<file path="src/rtl/id_hazard_ctrl_if.sv">
// Decode-to-execute hazard control bus.
// Carries the decoded-instruction fields into the hazard controller and the
// skip / bubble / forwarding selects and performance counters back out.
//   master : decode stage (drives instruction fields, observes controls)
//   slave  : id_hazard_ctrl (observes instruction fields, drives controls)
interface id_hazard_ctrl_if #(
  parameter int unsigned CNT_WIDTH = 16
);
  logic                 instr_valid;
  logic [4:0]           rs1_addr;
  logic [4:0]           rs2_addr;
  logic                 rs1_used;
  logic                 rs2_used;
  logic [4:0]           rd_addr;
  logic                 writeback_en;
  logic                 writeback_from_mem;
  logic                 branch_taken;
  logic                 skip;
  logic                 skip_instr;
  logic                 rs1_take_prev1;
  logic                 rs2_take_prev1;
  logic                 rs1_take_prev2;
  logic                 rs2_take_prev2;
  logic [CNT_WIDTH-1:0] stall_cnt;
  logic [CNT_WIDTH-1:0] flush_cnt;

  modport master (
    output instr_valid, rs1_addr, rs2_addr, rs1_used, rs2_used,
           rd_addr, writeback_en, writeback_from_mem, branch_taken,
    input  skip, skip_instr, rs1_take_prev1, rs2_take_prev1,
           rs1_take_prev2, rs2_take_prev2, stall_cnt, flush_cnt
  );

  modport slave (
    input  instr_valid, rs1_addr, rs2_addr, rs1_used, rs2_used,
           rd_addr, writeback_en, writeback_from_mem, branch_taken,
    output skip, skip_instr, rs1_take_prev1, rs2_take_prev1,
           rs1_take_prev2, rs2_take_prev2, stall_cnt, flush_cnt
  );
endinterface

</file>
<file path="src/rtl/id_hazard_ctrl.sv">
// Decode-stage hazard controller.
// Tracks the destination registers of the two instructions ahead of decode
// (EX and MEM/WB), selects operand forwarding, inserts a one-cycle stall on a
// load-use dependency, squashes FLUSH_CYCLES decode slots after a taken
// branch, and keeps saturating stall / squash counters.
// Ports:
//   clk  : clock, rising edge
//   rst  : synchronous reset, active low
//   bus  : id_hazard_ctrl_if.slave (decoded fields in, skip/bubble/forward
//          selects and counters out)
module id_hazard_ctrl #(
  parameter int unsigned FLUSH_CYCLES = 2,
  parameter int unsigned CNT_WIDTH    = 16
) (
  input  logic           clk,
  input  logic           rst,
  id_hazard_ctrl_if.slave bus
);

  typedef struct packed {
    logic       valid;
    logic [4:0] rd;
    logic       wb_en;
    logic       from_mem;
  } hist_t;

  localparam logic [2:0] FLUSH_LOAD = 3'(FLUSH_CYCLES - 1);

  hist_t                r_p1;
  hist_t                r_p2;
  logic [2:0]           r_flush_left;
  logic [CNT_WIDTH-1:0] r_stall_cnt;
  logic [CNT_WIDTH-1:0] r_flush_cnt;

  logic w_live_rs1;
  logic w_live_rs2;
  logic w_hit1_rs1;
  logic w_hit1_rs2;
  logic w_hit2_rs1;
  logic w_hit2_rs2;
  logic w_flushing;
  logic w_load_use;
  logic w_issue;

  logic w_skip;
  logic w_skip_instr;
  logic w_rs1_p1;
  logic w_rs2_p1;
  logic w_rs1_p2;
  logic w_rs2_p2;

  // Hazard classification; x0 sources never match so rd==0 producers are inert
  always_comb begin
    w_live_rs1 = bus.rs1_used & (bus.rs1_addr != '0);
    w_live_rs2 = bus.rs2_used & (bus.rs2_addr != '0);
    w_hit1_rs1 = w_live_rs1 & r_p1.valid & r_p1.wb_en & (r_p1.rd == bus.rs1_addr);
    w_hit1_rs2 = w_live_rs2 & r_p1.valid & r_p1.wb_en & (r_p1.rd == bus.rs2_addr);
    w_hit2_rs1 = w_live_rs1 & r_p2.valid & r_p2.wb_en & (r_p2.rd == bus.rs1_addr);
    w_hit2_rs2 = w_live_rs2 & r_p2.valid & r_p2.wb_en & (r_p2.rd == bus.rs2_addr);
    w_flushing = bus.branch_taken | (r_flush_left != '0);
    // A flush outranks the stall, so a squashed consumer never counts a stall
    w_load_use = ~w_flushing & bus.instr_valid & (w_hit1_rs1 | w_hit1_rs2) & r_p1.from_mem;
    w_issue    = ~w_flushing & bus.instr_valid & ~w_load_use;
  end

  // Pipeline controls; forced to a bubble while reset is asserted
  always_comb begin
    w_skip       = 1'b0;
    w_skip_instr = 1'b1;
    w_rs1_p1     = 1'b0;
    w_rs2_p1     = 1'b0;
    w_rs1_p2     = 1'b0;
    w_rs2_p2     = 1'b0;
    if (rst) begin
      w_skip       = w_load_use;
      w_skip_instr = ~w_issue;
      if (w_issue) begin
        w_rs1_p1 = w_hit1_rs1;
        w_rs2_p1 = w_hit1_rs2;
        // The younger (EX) producer wins over the MEM/WB one
        w_rs1_p2 = w_hit2_rs1 & ~w_hit1_rs1;
        w_rs2_p2 = w_hit2_rs2 & ~w_hit1_rs2;
      end
    end
  end

  assign bus.skip           = w_skip;
  assign bus.skip_instr     = w_skip_instr;
  assign bus.rs1_take_prev1 = w_rs1_p1;
  assign bus.rs2_take_prev1 = w_rs2_p1;
  assign bus.rs1_take_prev2 = w_rs1_p2;
  assign bus.rs2_take_prev2 = w_rs2_p2;
  assign bus.stall_cnt      = r_stall_cnt;
  assign bus.flush_cnt      = r_flush_cnt;

  always_ff @(posedge clk) begin
    if (!rst) begin
      r_p1         <= '0;
      r_p2         <= '0;
      r_flush_left <= '0;
      r_stall_cnt  <= '0;
      r_flush_cnt  <= '0;
    end else begin
      r_p2 <= r_p1;
      if (w_issue) begin
        r_p1 <= {1'b1, bus.rd_addr, bus.writeback_en, bus.writeback_from_mem};
      end else begin
        r_p1.valid <= 1'b0;
      end

      // A re-pulse during a flush restarts the squash window
      if (bus.branch_taken) begin
        r_flush_left <= FLUSH_LOAD;
      end else if (r_flush_left != '0) begin
        r_flush_left <= r_flush_left - 3'd1;
      end

      if (w_load_use && (r_stall_cnt != '1)) begin
        r_stall_cnt <= r_stall_cnt + 1'b1;
      end
      if (w_flushing && bus.instr_valid && (r_flush_cnt != '1)) begin
        r_flush_cnt <= r_flush_cnt + 1'b1;
      end
    end
  end

endmodule
</file>
<file path="src/flat_wrapper.sv">
// flat-port wrapper written by rule: the top's interface ports become plain ports
module id_hazard_ctrl_flat 
#(
  parameter int unsigned FLUSH_CYCLES = 2,
  parameter int unsigned CNT_WIDTH    = 16
)
  (clk, rst, bus_instr_valid, bus_rs1_addr, bus_rs2_addr, bus_rs1_used, bus_rs2_used, bus_rd_addr, bus_writeback_en, bus_writeback_from_mem, bus_branch_taken, bus_skip, bus_skip_instr, bus_rs1_take_prev1, bus_rs2_take_prev1, bus_rs1_take_prev2, bus_rs2_take_prev2, bus_stall_cnt, bus_flush_cnt);
  id_hazard_ctrl_if #(.CNT_WIDTH(CNT_WIDTH)) bus_i ();
  input  logic clk;
  input  logic rst;
  input wire logic [$bits(bus_i.instr_valid)-1:0] bus_instr_valid;
  input wire logic [$bits(bus_i.rs1_addr)-1:0] bus_rs1_addr;
  input wire logic [$bits(bus_i.rs2_addr)-1:0] bus_rs2_addr;
  input wire logic [$bits(bus_i.rs1_used)-1:0] bus_rs1_used;
  input wire logic [$bits(bus_i.rs2_used)-1:0] bus_rs2_used;
  input wire logic [$bits(bus_i.rd_addr)-1:0] bus_rd_addr;
  input wire logic [$bits(bus_i.writeback_en)-1:0] bus_writeback_en;
  input wire logic [$bits(bus_i.writeback_from_mem)-1:0] bus_writeback_from_mem;
  input wire logic [$bits(bus_i.branch_taken)-1:0] bus_branch_taken;
  output wire logic [$bits(bus_i.skip)-1:0] bus_skip;
  output wire logic [$bits(bus_i.skip_instr)-1:0] bus_skip_instr;
  output wire logic [$bits(bus_i.rs1_take_prev1)-1:0] bus_rs1_take_prev1;
  output wire logic [$bits(bus_i.rs2_take_prev1)-1:0] bus_rs2_take_prev1;
  output wire logic [$bits(bus_i.rs1_take_prev2)-1:0] bus_rs1_take_prev2;
  output wire logic [$bits(bus_i.rs2_take_prev2)-1:0] bus_rs2_take_prev2;
  output wire logic [$bits(bus_i.stall_cnt)-1:0] bus_stall_cnt;
  output wire logic [$bits(bus_i.flush_cnt)-1:0] bus_flush_cnt;
  assign bus_i.instr_valid = bus_instr_valid;
  assign bus_i.rs1_addr = bus_rs1_addr;
  assign bus_i.rs2_addr = bus_rs2_addr;
  assign bus_i.rs1_used = bus_rs1_used;
  assign bus_i.rs2_used = bus_rs2_used;
  assign bus_i.rd_addr = bus_rd_addr;
  assign bus_i.writeback_en = bus_writeback_en;
  assign bus_i.writeback_from_mem = bus_writeback_from_mem;
  assign bus_i.branch_taken = bus_branch_taken;
  assign bus_skip = bus_i.skip;
  assign bus_skip_instr = bus_i.skip_instr;
  assign bus_rs1_take_prev1 = bus_i.rs1_take_prev1;
  assign bus_rs2_take_prev1 = bus_i.rs2_take_prev1;
  assign bus_rs1_take_prev2 = bus_i.rs1_take_prev2;
  assign bus_rs2_take_prev2 = bus_i.rs2_take_prev2;
  assign bus_stall_cnt = bus_i.stall_cnt;
  assign bus_flush_cnt = bus_i.flush_cnt;
  id_hazard_ctrl #(.FLUSH_CYCLES(FLUSH_CYCLES), .CNT_WIDTH(CNT_WIDTH)) u_core (.clk(clk), .rst(rst), .bus(bus_i));
endmodule
</file>
<file path="config.mk">
export PLATFORM = sky130hd
export DESIGN_NAME = id_hazard_ctrl_flat
export DESIGN_NICKNAME = d
export VERILOG_FILES = /design/src/rtl/id_hazard_ctrl_if.sv /design/src/rtl/id_hazard_ctrl.sv /design/src/flat_wrapper.sv
export SDC_FILE = /design/constraint.sdc
export NUM_CORES = 1
export LEC_CHECK = 0
export CAP_MARGIN = 20
export CORE_MARGIN = 3
export CORE_UTILIZATION = 30
export CTS_CLUSTER_SIZE = 10
export DETAILED_ROUTE_END_ITERATION = 12
export DONT_BUFFER_PORTS = 1
export HOLD_SLACK_MARGIN = 0.08
export MAX_ROUTING_LAYER = met4
export PLACE_DENSITY = 0.44
export SYNTH_ARGS = -nofsm -noshare
export SYNTH_HDL_FRONTEND = slang
export SYNTH_SLANG_ARGS = --single-unit
</file>
<file path="constraint.sdc">
create_clock -name clk -period 2.5 [get_ports clk]
set_clock_uncertainty 0.2 [all_clocks]
set_input_delay 0.25 -clock clk [delete_from_list [all_inputs] [get_ports clk]]
set_output_delay 0.25 -clock clk [all_outputs]
set_load 0.05 [all_outputs]
</file>
## After elaboration in Yosys (flattened, before gate mapping)

Cells that the tools add are included.

- Reduce and logical (&&, ||, !) cells: 8
- Eq/ne operators: 6
- Bitwise logic cells: 28
- Divide/modulo/power cells: 0
- $lt $le $gt $ge: 0
- Shifts and indexed selects: 0
- Add/sub/neg operators: 3
- Multiply operators: 0
- Mux-type cells: 13

Operator list:

| cell | number |
|---|---|
| adder 16 x 1 -> 16 bit (second input constant) | 2 |
| inequality test 16 bit (second input constant) | 2 |
| bitwise AND 1 bit | 20 |
| equality test 5 bit | 4 |
| two-way mux 1 bit | 13 |
| nonzero test 5 bit | 2 |
| inverter 1 bit | 6 |
| logical AND 1 bit | 3 |
| nonzero test 3 bit | 1 |
| subtractor 3 x 1 -> 3 bit (second input constant) | 1 |
| OR 1 bit | 2 |
| nonzero test 2 bit | 1 |
| OR reduction 2 bit | 1 |

- Input port bits: 23
- Latch bits: 0
- Bits in registers: 50
- ROM bits: 0
- Memories kept: 0
- RAM bits: 0

## Logic depth before layout (Yosys ltp)

Gate-level depths: netlist of the first run.

- Depth after elaboration: 12
- Depth in mapped cells: 10
- Gate-level depth less buffers: 8

## Least setup slack after synthesis of the first run

OpenSTA, ideal clock, no wires.

- Path kind: reg2out
- Start: register u_core.r_flush_left[0]
- End: output port bus_rs1_take_prev2
- Cell stages (with the launch flop): 7
- Data arrival time: 3732 ps
- Required time: 2050 ps
- Path slack: -1682 ps
- Path buffers: 1
- Path through: dfxtp_1 -> inv_1 -> ha_1 -> and4bb_2 -> clkbuf_1 -> nand4_1 -> a2111oi_0

- Longest elaborated chain between the ends: 10

Ends and longest elaborated chain:

| item | RTL line | RTL |
|---|---|---|
| start, declared | id_hazard_ctrl.sv:31 | `logic [2:0] r_flush_left;` |
| start signal, assigned | id_hazard_ctrl.sv:115 | `r_flush_left <= r_flush_left - 3'd1;` |
| nonzero test 3 bit (*) | id_hazard_ctrl.sv:60 | `w_flushing = bus.branch_taken \| (r_flush_left != '0);` |
| OR 1 bit (*) | id_hazard_ctrl.sv:60 |  |
| inverter 1 bit (*) | id_hazard_ctrl.sv:62, id_hazard_ctrl.sv:63 |  |
| bitwise AND 1 bit (*) | id_hazard_ctrl.sv:62, id_hazard_ctrl.sv:63 |  |
| bitwise AND 1 bit (2 in series) | id_hazard_ctrl.sv:62 | `w_load_use = ~w_flushing & bus.instr_valid & (w_hit1_rs1 \| w_hit1_rs2) & r_p1.from_mem;` |
| inverter 1 bit | id_hazard_ctrl.sv:63 | `w_issue = ~w_flushing & bus.instr_valid & ~w_load_use;` |
| bitwise AND 1 bit (*) | id_hazard_ctrl.sv:63 |  |
| two-way mux 1 bit (*) | id_hazard_ctrl.sv:77 | `if (w_issue) begin` |
| two-way mux 1 bit (*) | id_hazard_ctrl.sv:74 | `if (rst) begin` |
| end, declared | flat_wrapper.sv:24 | `output wire logic [$bits(bus_i.rs1_take_prev2)-1:0] bus_rs1_take_prev2;` |

Mark *: on every way between the ends. The rest lies on a longest branch, timed or not.

## Final worst setup path of the first run

- Start: register u_core.r_p2[2] (netlist name)
- End: output port bus_rs1_take_prev2

- Longest elaborated chain between the ends: 5

Ends and longest elaborated chain:

| item | RTL line | RTL |
|---|---|---|
| start, declared | id_hazard_ctrl.sv:30 | `hist_t r_p2;` |
| start signal, assigned | id_hazard_ctrl.sv:104 | `r_p2 <= r_p1;` |
| equality test 5 bit | id_hazard_ctrl.sv:58 | `w_hit2_rs1 = w_live_rs1 & r_p2.valid & r_p2.wb_en & (r_p2.rd == bus.rs1_addr);` |
| bitwise AND 1 bit | id_hazard_ctrl.sv:58 |  |
| bitwise AND 1 bit | id_hazard_ctrl.sv:81 | `w_rs1_p2 = w_hit2_rs1 & ~w_hit1_rs1;` |
| two-way mux 1 bit | id_hazard_ctrl.sv:77 |  |
| two-way mux 1 bit | id_hazard_ctrl.sv:74 |  |

No other way between the ends.

==> results_dict.tcl, run 1 <==
set metrics [dict create \
    ys_types 45 \
    r2r_start "u_core.r_flush_left[1]$_SDFFE_PP0P_" \
    p_per_area_nw_per_um2 460 \
    grt-ovfl-total 0 \
    first_iter_violations 81 \
    start_util 0.317 \
    reg2reg_setup_slack_ns 0.15 \
    core_area_um2 8460 \
    ys.flop_type "dfxtp_1" \
    cts-root-buf "clkbuf_8" \
    grtUsageTotal 0.145 \
    dr_total_vias 2435 \
    reg2regPathDepth 10 \
    finalCriticalPeriod_ns 2.43 \
    power_mw 1.62 \
    synth-edff-count 0 \
    grt_pass1_wl_um 11500 \
    synth_compound_area_frac 0.115 \
    antennaDiodeCount 0 \
    die_w_um 101 \
    yosys.area_share.adder 0.0186 \
    synth-seq-area-share 0.373 \
    hold_start "rst" \
    row_count 33 \
    synth_fp_nets 332 \
    viasPerCell 5.18 \
    synth-seq-cells 50 \
    fin_crit_sh 0.972 \
    maxSlewHeadroom 0.644 \
    setup_viol 0 \
    synthSimpleGateAreaFrac 0.324 \
    hold_viol_final 0 \
    grt_max_degree 63 \
    critPathMaxFanout 2 \
    worstSetupStartpointType "flop" \
    critPathSlowestCell "or4_4" \
    clock_latency_ns 0.30 \
    syn_area_um2 2690 \
    remaining_drc_errors 0 \
    clkSinkCount 50 \
    grt_antenna_before_repair 0 \
    routed_wl_um 7250 \
    required_ns 2.05 \
    place.gp.congestion 0.869 \
    tightest_slew_ns 0.529 \
    grt_pass1_vias 2310 \
    nets 391 \
    syn2layout_area_growth_pct 31.4 \
    syn_inst 305 \
    leakagePower_nw 1.29 \
    port_buffers 0 \
    slowest_delay_ns 0.53 \
    wl_per_cell_um 15.4 \
    syn_area_per_cell_um2 8.80 \
    path_cells "xnor2_2, nand3_1, or4_4, a2111oi_4, buf_6" \
    fmax_mhz 411 \
    holdCritPathClass "in -> reg" \
    cts_tree "built" \
    ys_warn_count 0 \
    ys_async_sr_fraction 0 \
    maxCapViolations 0 \
    fillers 822 \
    synth_top_family_by_area "simple AND/OR/NAND/NOR gates" \
    cts-buffers-inserted 5 \
    vdd_drop_max_mv 0.265 \
    postRouteAntennaNets 0 \
    crit_path_end_kind "output port" \
    ios 61 \
    cts_max_path_buffers 2 \
    htreeDepth 2 \
    min_path_cells 2 \
    drive_above_1_share 0.249 \
    fin_tns_setup_ns 0 \
    dr.pass1.iters 4 \
    fp.dieH_um 101 \
    dieArea_um2 10100 \
    critical_path_arrival_ns 1.98 \
    min_to "u_core.bus.stall_cnt[11]$_SDFFE_PN0P_" \
    reg2reg_to "u_core.bus.stall_cnt[6]$_SDFFE_PN0P_" \
    clk_pin_slew_worst_paths_ns 0.09 \
    outcome "finished, final reports clean" \
    synth_xor_xnor_area_share 0.111 \
    place.detailed.hpwl_um 5250 \
    drv_slew 0 \
    synth.mux.area_fraction 0.0186 \
    critPathKind "reg -> out" \
]
[where the power goes]
group          leakage [nW]  total (mW)  internal, mW  switching (mW)
Combinational         0.828       0.220         0.106           0.114
Clock                0.0575       0.553         0.280           0.273
Sequential            0.408       0.848         0.823          0.0254
[registers in the layout, indices dropped and copies added, names as in the netlist]
name	count
u_core.r_p1	8
u_core.r_flush_left	3
u_core.bus.stall_cnt	16
u_core.r_p2	7
u_core.bus.flush_cnt	16
[through the flow]
step / utilization / setup WS, ns / cells / hold slack (ns) / cell area [µm²]
floorplan: - / -0.383 / 305 / 0.126 / 2710
global placement: 0.373 / 0.0955 / 447 / 0.129 / 3150
detailed placement: 0.373 / 0.117 / 447 / 0.130 / 3150
CTS: 0.400 / 0.00155 / 465 / 0.0808 / 3390
global route: 0.417 / -0.00854 / 470 / 0.0933 / 3530
finish: 0.417 / 0.0693 / 470 / 0.0886 / 3530
[area by class of cell]
cell class | instances | area (µm²) | share of cell area
tap | 105 | 131 | 0.0372
sequential | 50 | 1010 | 0.287
clock buffer | 8 | 110 | 0.0312
timing repair buffer | 65 | 547 | 0.155
multi-input combinational | 233 | 1690 | 0.480
inverter | 9 | 33.8 | 0.00958
[what timing repair did]
item / in CTS / in global routing
endpoints found under the hold margin: 50 / 0
setup endpoints to repair: 3 / 9
hold buffers: 10 / 0
resized for setup: 6 / 19
setup buffers: 0 / 5
pin swaps: 3 / 7
[cells in the mapped netlist, types with 8 or more instances]
cell / number / area share
dfxtp_1: 50 / 0.37
nand4_1: 27 / 0.063
xnor2_1: 26 / 0.085
nand3_1: 21 / 0.039
nand2_1: 20 / 0.028
and2_1: 18 / 0.042
or4_1: 10 / 0.028
a21oi_1: 9 / 0.017
inv_1: 9 / 0.013
and4_1: 8 / 0.026
clkbuf_1: 8 / 0.011
xor2_1: 8 / 0.026
[kinds of logic after synthesis]
group,after synthesis
adders and majority gates,4
and+or+nand+nor,145
muxes,5
buffers and inverters,22
AOI/OAI and AO/OA,45
xor gates and xnor gates,34
DFF,50
[cells in the final DEF (no fill, tap or decap), types with 6 or more instances in the layout]
cell type / Yosys / routed
buf_4: 0 / 51
dfxtp_1: 50 / 44
nand4_1: 27 / 27
xnor2_1: 26 / 22
nand3_1: 21 / 21
nand2_1: 20 / 20
and2_1: 18 / 18
a21oi_1: 9 / 9
dlygate4sd3_1: 0 / 9
or4_1: 10 / 8
xor2_1: 8 / 8
and4_1: 8 / 8
clkbuf_8: 0 / 8
inv_1: 9 / 7
nor2_1: 6 / 6
o31ai_1: 6 / 6
or3_1: 6 / 6
nand2b_1: 6 / 6
nor4_1: 6 / 6
[worst max path at each step]
| stage | start | to | slack, ns | cells past startpoint |
|---|---|---|---|---|
| floorplan | u_core.r_flush_left[0]$_SDFFE_PN0P_ | bus_rs1_take_prev2 | -0.38 | 6 |
| detailed placement | u_core.r_flush_left[0]$_SDFFE_PN0P_ | u_core.bus.stall_cnt[14]$_SDFFE_PN0P_ | 0.12 | 7 |
| global route | u_core.r_p2[2]$_SDFF_PN0_ | bus_rs1_take_prev2 | -0.009 | 5 |
| CTS | u_core.r_p2[3]$_SDFF_PN0_ | bus_rs2_take_prev2 | 0.002 | 5 |
| finish | u_core.r_p2[2]$_SDFF_PN0_ | bus_rs1_take_prev2 | 0.07 | 5 |
| global placement | u_core.r_flush_left[0]$_SDFFE_PN0P_ | u_core.bus.stall_cnt[14]$_SDFFE_PN0P_ | 0.1 | 7 |
[worst max-delay path, delay by kind of cell (launching register included)]
family / cells / cell delay [ns]
flops: 1 / 0.38
buf+inv: 1 / 0.21
xor+xnor: 1 / 0.12
simple gates: 2 / 0.62
compound gates: 1 / 0.36
[routing by layer]
| metal | global-route usage | part of all wire |
|---|---|---|
| met1 | 0.191 | 0.47 |
| met5 | - | 0 |
| met2 | 0.222 | 0.46 |
| met3 | 0.0339 | 0.059 |
| met4 | 0.0435 | 0.012 |
Power figures use the tool's default switching activity.
==> run 2: changes to the inputs <==
--- a/config.mk
+++ b/config.mk
@@ -5,15 +5,15 @@
 export SDC_FILE = /design/constraint.sdc
 export NUM_CORES = 1
 export LEC_CHECK = 0
+export BUFFER_PORTS_ARGS = -buffer_cell sky130_fd_sc_hd__buf_2
 export CAP_MARGIN = 20
 export CORE_MARGIN = 3
 export CORE_UTILIZATION = 30
 export CTS_CLUSTER_SIZE = 10
 export DETAILED_ROUTE_END_ITERATION = 12
-export DONT_BUFFER_PORTS = 1
 export HOLD_SLACK_MARGIN = 0.08
 export MAX_ROUTING_LAYER = met4
-export PLACE_DENSITY = 0.44
+export PLACE_DENSITY = 0.49
 export SYNTH_ARGS = -nofsm -noshare
 export SYNTH_HDL_FRONTEND = slang
 export SYNTH_SLANG_ARGS = --single-unit
==> run 2 against run 1 <==
Net effect:
- power fell by 3.3%
- sequential share of layout area rose by 0.40 points
- fmax rose by 1.8%
- critical path depth rose by 2
- combinational power rose by 9%
- sequential power fell by 0.5%
- first-iteration DRC count rose by 8.6%
- count of clock-buffer cells in the layout fell by 1
- core utilization fell by 0.78 points
- final cell count rose by 5.3%
- register-to-register slack improved by 0.10 ns
- design area fell by 1.9%
- critical path type is now in -> out
- critical endpoint is now bus_rs2_take_prev2
- highest routed layer unchanged
==> results_dict.tcl, run 2 (same netlist as run 1, synthesis figures left out) <==
set metrics [dict create \
    fp.dieH_um 101 \
    switchingPower_uw 412 \
    critical_path_arrival_ns 1.94 \
    dieArea_um2 10100 \
    maxSlewHeadroom 0.475 \
    grt_antenna_before_repair 0 \
    wl_per_cell_um 13.8 \
    hold_viol_final 0 \
    required_ns 2.05 \
    syn2layout_area_growth_pct 28.9 \
    port_buffers 60 \
    pre_cts_ws_ns 0.109 \
    core_area_um2 8460 \
    grt_max_degree 35 \
    holdCritPathClass "reg -> reg" \
    pwr-share-comb 0.152 \
    rsz0062_at_grt "false" \
    grt_pass1_vias 2340 \
    clkSinkCount 50 \
    slowest_delay_ns 0.53 \
    final_area_um2 3460 \
    cts-root-buf "clkbuf_8" \
    die_w_um 101 \
    antennaDiodeCount 0 \
    critPathSlowestCell "or4_1" \
    start_util 0.317 \
    fmax_mhz 419 \
    critPathMaxFanout 3 \
    seq_power_share 0.538 \
    outcome "finished, final reports clean" \
    worstSetupStartpointType "input port" \
    fillers 866 \
    maxCapViolations 0 \
    grt_pass1_wl_um 11600 \
    dr.pass1.iters 4 \
    postRouteAntennaNets 0 \
    cp_common_cell "buf_4" \
    final_common_cell "buf_2" \
    dr_total_vias 2499 \
    tightest_slew_ns 0.780 \
    remaining_drc_errors 0 \
    p_per_area_nw_per_um2 453 \
    cts-buffers-inserted 5 \
    drive_above_1_share 0.279 \
    viasPerCell 5.05 \
    setup_viol 0 \
    clk_pin_slew_worst_paths_ns 0.09 \
    path_cells "buf_2, or4_1, o21ai_2, nor3_4, buf_4, a2111oi_2, buf_4" \
    grtUsageTotal 0.145 \
    netSwitchingFraction 0.263 \
    routed_wl_um 6820 \
    cts_tree "built" \
    intPower_mw 1.16 \
    clock_latency_ns 0.30 \
    final_core_util 0.409 \
    cts_max_path_buffers 2 \
    htreeDepth 2 \
    reg2reg_setup_slack_ns 0.25 \
    first_iter_violations 88 \
    power_mw 1.57 \
    fin_crit_sh 0.955 \
    drv_slew 0 \
    crit_path_end_kind "output port" \
    clkPwrFrac 0.310 \
    vdd_drop_max_mv 0.200 \
    row_count 33 \
    finalCriticalPeriod_ns 2.39 \
    nets 416 \
    mostFrequentLayoutCells "buf_2, dfxtp_1, nand4_1, xnor2_1, buf_4" \
    leakagePower_nw 1.36 \
    critPathKind "in -> out" \
    ios 61 \
    fin_tns_setup_ns 0 \
    grt-ovfl-total 0 \
    worst_slack_ns 0.113 \
    place.gp.congestion 0.838 \
    place.detailed.hpwl_um 5070 \
    placed_area_um2 3180 \
]
[run 2: cell count changes in the layout (fill, tap and decap cells not counted), moves of 2 or more]
cell | previous run | this run
or4_1 | 8 | 10
dfxtp_1 | 44 | 46
xnor2_1 | 22 | 25
or4_4 | 2 | 0
a2111oi_2 | 0 | 2
buf_6 | 3 | 0
xnor2_2 | 4 | 1
buf_4 | 51 | 24
o21ai_2 | 1 | 3
buf_2 | 0 | 56
clkbuf_8 | 8 | 6
a2111oi_4 | 2 | 0
buf_12 | 2 | 0
o21ai_1 | 3 | 1
[run 2: repair_timing]
item | CTS | global route
pin swaps | 4 | 6
hold buffers | 9 | 0
hold endpoints to repair | 11 | 0
setup buffers | 0 | 6
setup endpoints to repair | 4 | 7
resized for setup | 7 | 11
[run 2: critical path, delay by kind of cell]
family	cells	cell delay, ns
AO/OA/AOI/OAI	2	0.55
buffers and inverters	3	0.53
AND/OR/NAND/NOR	2	0.60
[run 2: through the flow]
stage	cells	hold WS, ns
after floorplan	305	0.126
after global routing	495	0.320
after CTS	489	0.285
after detailed placement	472	0.271
final	495	0.280
after global placement	472	0.263
[run 2: metal layers]
metal  share of wire  vias to the layer above  global-route usage
li1                -                     1296                   -
met5               0                        -                   -
met4          0.0094                        0              0.0415
met2            0.43                       46               0.209
met1            0.52                     1152               0.205
met3           0.038                        5              0.0270
[run 2: path summary, 6_finish.rpt]
path / depth (start not counted) / endpoint / from
setup / recovery: 7 / bus_rs2_take_prev2 / bus_rs1_addr[0]
hold / removal: 2 / u_core.bus.stall_cnt[10]$_SDFFE_PN0P_ / u_core.bus.stall_cnt[10]$_SDFFE_PN0P_
setup reg to reg: 10 / u_core.bus.stall_cnt[3]$_SDFFE_PN0P_ / u_core.r_flush_left[0]$_SDFFE_PN0P_
hold reg to reg: 2 / u_core.bus.stall_cnt[10]$_SDFFE_PN0P_ / u_core.bus.stall_cnt[10]$_SDFFE_PN0P_
[run 2: power groups by stage]
stage	combinational [mW]	clock, mW	sequential (mW)
6_report	0.239	0.485	0.844
5_1_grt	0.267	0.545	0.849
4_1_cts	0.231	0.515	0.844
3_5_place_dp	0.218	0	0.862
3_3_place_gp	0.216	0	0.863
2_1_floorplan	0.128	0	0.877
[run 2: area by class of cell]
type,instances,area [µm²],area share
repair buffers,90,558,0.161
multi-input cells,233,1640,0.474
flip-flops and latches,50,1010,0.291
inverters,9,33.8,0.00976
clock buffers,7,86.3,0.0249
well taps,105,131,0.0380
clock inverters,1,5.00,0.00145
==> run 3: changes to the inputs <==
--- a/config.mk
+++ b/config.mk
@@ -8,12 +8,12 @@
 export BUFFER_PORTS_ARGS = -buffer_cell sky130_fd_sc_hd__buf_2
 export CAP_MARGIN = 20
 export CORE_MARGIN = 3
-export CORE_UTILIZATION = 30
+export CORE_UTILIZATION = 40
 export CTS_CLUSTER_SIZE = 10
 export DETAILED_ROUTE_END_ITERATION = 12
 export HOLD_SLACK_MARGIN = 0.08
 export MAX_ROUTING_LAYER = met4
-export PLACE_DENSITY = 0.49
+export PLACE_DENSITY = 0.62
 export SYNTH_ARGS = -nofsm -noshare
 export SYNTH_HDL_FRONTEND = slang
 export SYNTH_SLANG_ARGS = --single-unit
==> run 3 against run 2 <==
Net effect:
- the run now ends with negative setup slack left
- sequential power hardly changed
- register-to-register slack worse by 0.11 ns
- non-clock buffer count is 4 higher
- count of clock-buffer cells in the layout is 2 lower
- critical path depth is 2 lower
- clock power is 17% higher
- final cell count is 4.8% lower
- setup slack worse by 0.12 ns
- hold slack worse by 0.16 ns
- design area is 1.7% higher
- critical path type is now reg -> out
- highest routed layer unchanged
==> results_dict.tcl, run 3 (same netlist as run 1, synthesis figures left out) <==
set metrics [dict create \
    place.gp.congestion 0.886 \
    fillers 590 \
    grt-ovfl-total 0 \
    drv_slew 0 \
    grt_antenna_before_repair 0 \
    reg2reg_setup_slack_ns 0.14 \
    htreeDepth 2 \
    critPathKind "reg -> out" \
    critPathMaxFanout 2 \
    nets 420 \
    start_util 0.418 \
    reg2regPathDepth 7 \
    grt_pass1_vias 2377 \
    dpl.cell_count 444 \
    rsz0062_at_grt "true" \
    core_area_um2 6420 \
    clkSinkCount 50 \
    p_per_area_nw_per_um2 474 \
    violations "negative setup slack" \
    reg2reg_to "u_core.bus.stall_cnt[8]$_SDFFE_PN0P_" \
    final_common_cell "buf_2" \
    grt_pass1_wl_um 10800 \
    antennaDiodeCount 0 \
    required_ns 2.05 \
    wl_per_cell_um 14.2 \
    die_w_um 87.9 \
    tightest_slew_ns 0.565 \
    routed_wl_um 6680 \
    setup_viol 1 \
    dr_total_vias 2549 \
    critPathLaunch "u_core.r_p2[5]$_SDFF_PN0_" \
    postRouteAntennaNets 0 \
    leakagePower_nw 1.39 \
    fp.dieH_um 87.9 \
    holdCritPathClass "in -> reg" \
    critical_path_arrival_ns 2.06 \
    worstSetupStartpointType "flop" \
    crit_path_end_kind "output port" \
    endpoint "bus_rs2_take_prev2" \
    finalCriticalPeriod_ns 2.51 \
    whs_ns 0.117 \
    grt_max_degree 50 \
    ios 61 \
    remaining_drc_errors 0 \
    first_iter_violations 100 \
    clock_latency_ns 0.31 \
    cts-root-buf "clkbuf_8" \
    worst_slack_ns -0.0111 \
    maxCapViolations 0 \
    final_cell_count_no_fill 471 \
    mostFrequentLayoutCells "buf_2, dfxtp_1, nand4_1, buf_4, xnor2_1" \
    min_path_cells 2 \
    dr.pass1.iters 4 \
    cts_max_path_buffers 2 \
    dieArea_um2 7730 \
    fmax_mhz 398 \
    port_buffers 60 \
    final_core_util 0.548 \
    hold_viol_final 0 \
    row_count 29 \
    vdd_drop_max_mv 0.199 \
    place.detailed.hpwl_um 4630 \
    fin_crit_sh 1.00 \
    drive_above_1_share 0.299 \
    fin_tns_setup_ns -0.0111 \
    clk_pin_slew_worst_paths_ns 0.09 \
    outcome "finished, violations left" \
    viasPerCell 5.41 \
    syn2layout_area_growth_pct 31.0 \
    cts-buffers-inserted 5 \
    cts_tree "built" \
    maxSlewHeadroom 0.620 \
    r2r_start "u_core.r_p1[3]$_SDFFE_PN0N_" \
    grtUsageTotal 0.179 \
]
-- run 3: changes by cell type in the layout (fill, tap and decap cells not counted), sizes merged --
cell,change
buf,+5
clkbuf,-2
bufinv,+1
clkinv,+1
dlygate4sd3,-1
-- run 3: power breakdown --
part           leakage (nW)  total (mW)  switching [mW]  internal [mW]
Combinational         0.929       0.251           0.133          0.117
Sequential            0.407       0.847          0.0238          0.823
Clock                0.0579       0.569           0.274          0.295
-- run 3: timing repair --
item | 4_1_cts | 5_1_grt
gates cloned | 0 | 0
hold buffers | 8 | 0
resized for setup | 12 | 14
setup endpoints to repair | 5 | 15
pin swaps | 6 | 3
endpoints found under the hold margin | 10 | 0
setup buffers | 5 | 6
-- run 3: metrics by stage --
step	cell area, µm²	total power [mW]	setup WS (ns)
CTS	3420	1.67	0.00990
finish	3520	1.67	-0.0111
detailed placement	3140	1.07	0.109
global route	3520	1.75	-0.0760
global placement	3140	1.07	0.140
floorplan	2710	1.00	-0.383
-- run 3: critical path, stage by stage, from the launching register on --
cell and delay, ns:
dfxtp_1 0.39, xnor2_1 0.13, nand3_1 0.09, or4_1 0.55
a2111oi_2 0.34, buf_4 0.26
-- run 3: routing by layer --
metal,vias to the layer above,wire [µm],share of wire,GRT usage
met5,-,0,0,-
li1,1294,-,-,-
met1,1186,3260,0.49,0.234
met2,63,3090,0.46,0.284
met3,6,274,0.041,0.0310
met4,0,61,0.0091,0.0488
-- run 3: layout make-up --
cell class / instances / area, µm² / area share
repair buffers: 94 / 608 / 0.173
well taps: 77 / 96.3 / 0.0274
clock inverters: 3 / 40.0 / 0.0114
multi-input cells: 233 / 1660 / 0.473
inverters: 9 / 33.8 / 0.00960
flip-flops and latches: 50 / 1010 / 0.286
clock buffers: 5 / 68.8 / 0.0196
-- run 3: worst min-delay path by stage --
stage / from / endpoint / slack, ns
CTS: rst / u_core.r_p1[0]$_SDFFE_PN0N_ / 0.11
finish: rst / u_core.r_p1[0]$_SDFFE_PN0N_ / 0.12
floorplan: bus_branch_taken / u_core.r_flush_left[2]$_SDFFE_PP0P_ / 0.13
detailed placement: u_core.r_p1[7]$_SDFF_PN0_ / u_core.r_p2[7]$_SDFF_PN0_ / 0.28
global placement: u_core.bus.stall_cnt[10]$_SDFFE_PN0P_ / u_core.bus.stall_cnt[10]$_SDFFE_PN0P_ / 0.26
global route: rst / u_core.r_p1[0]$_SDFFE_PN0N_ / 0.14
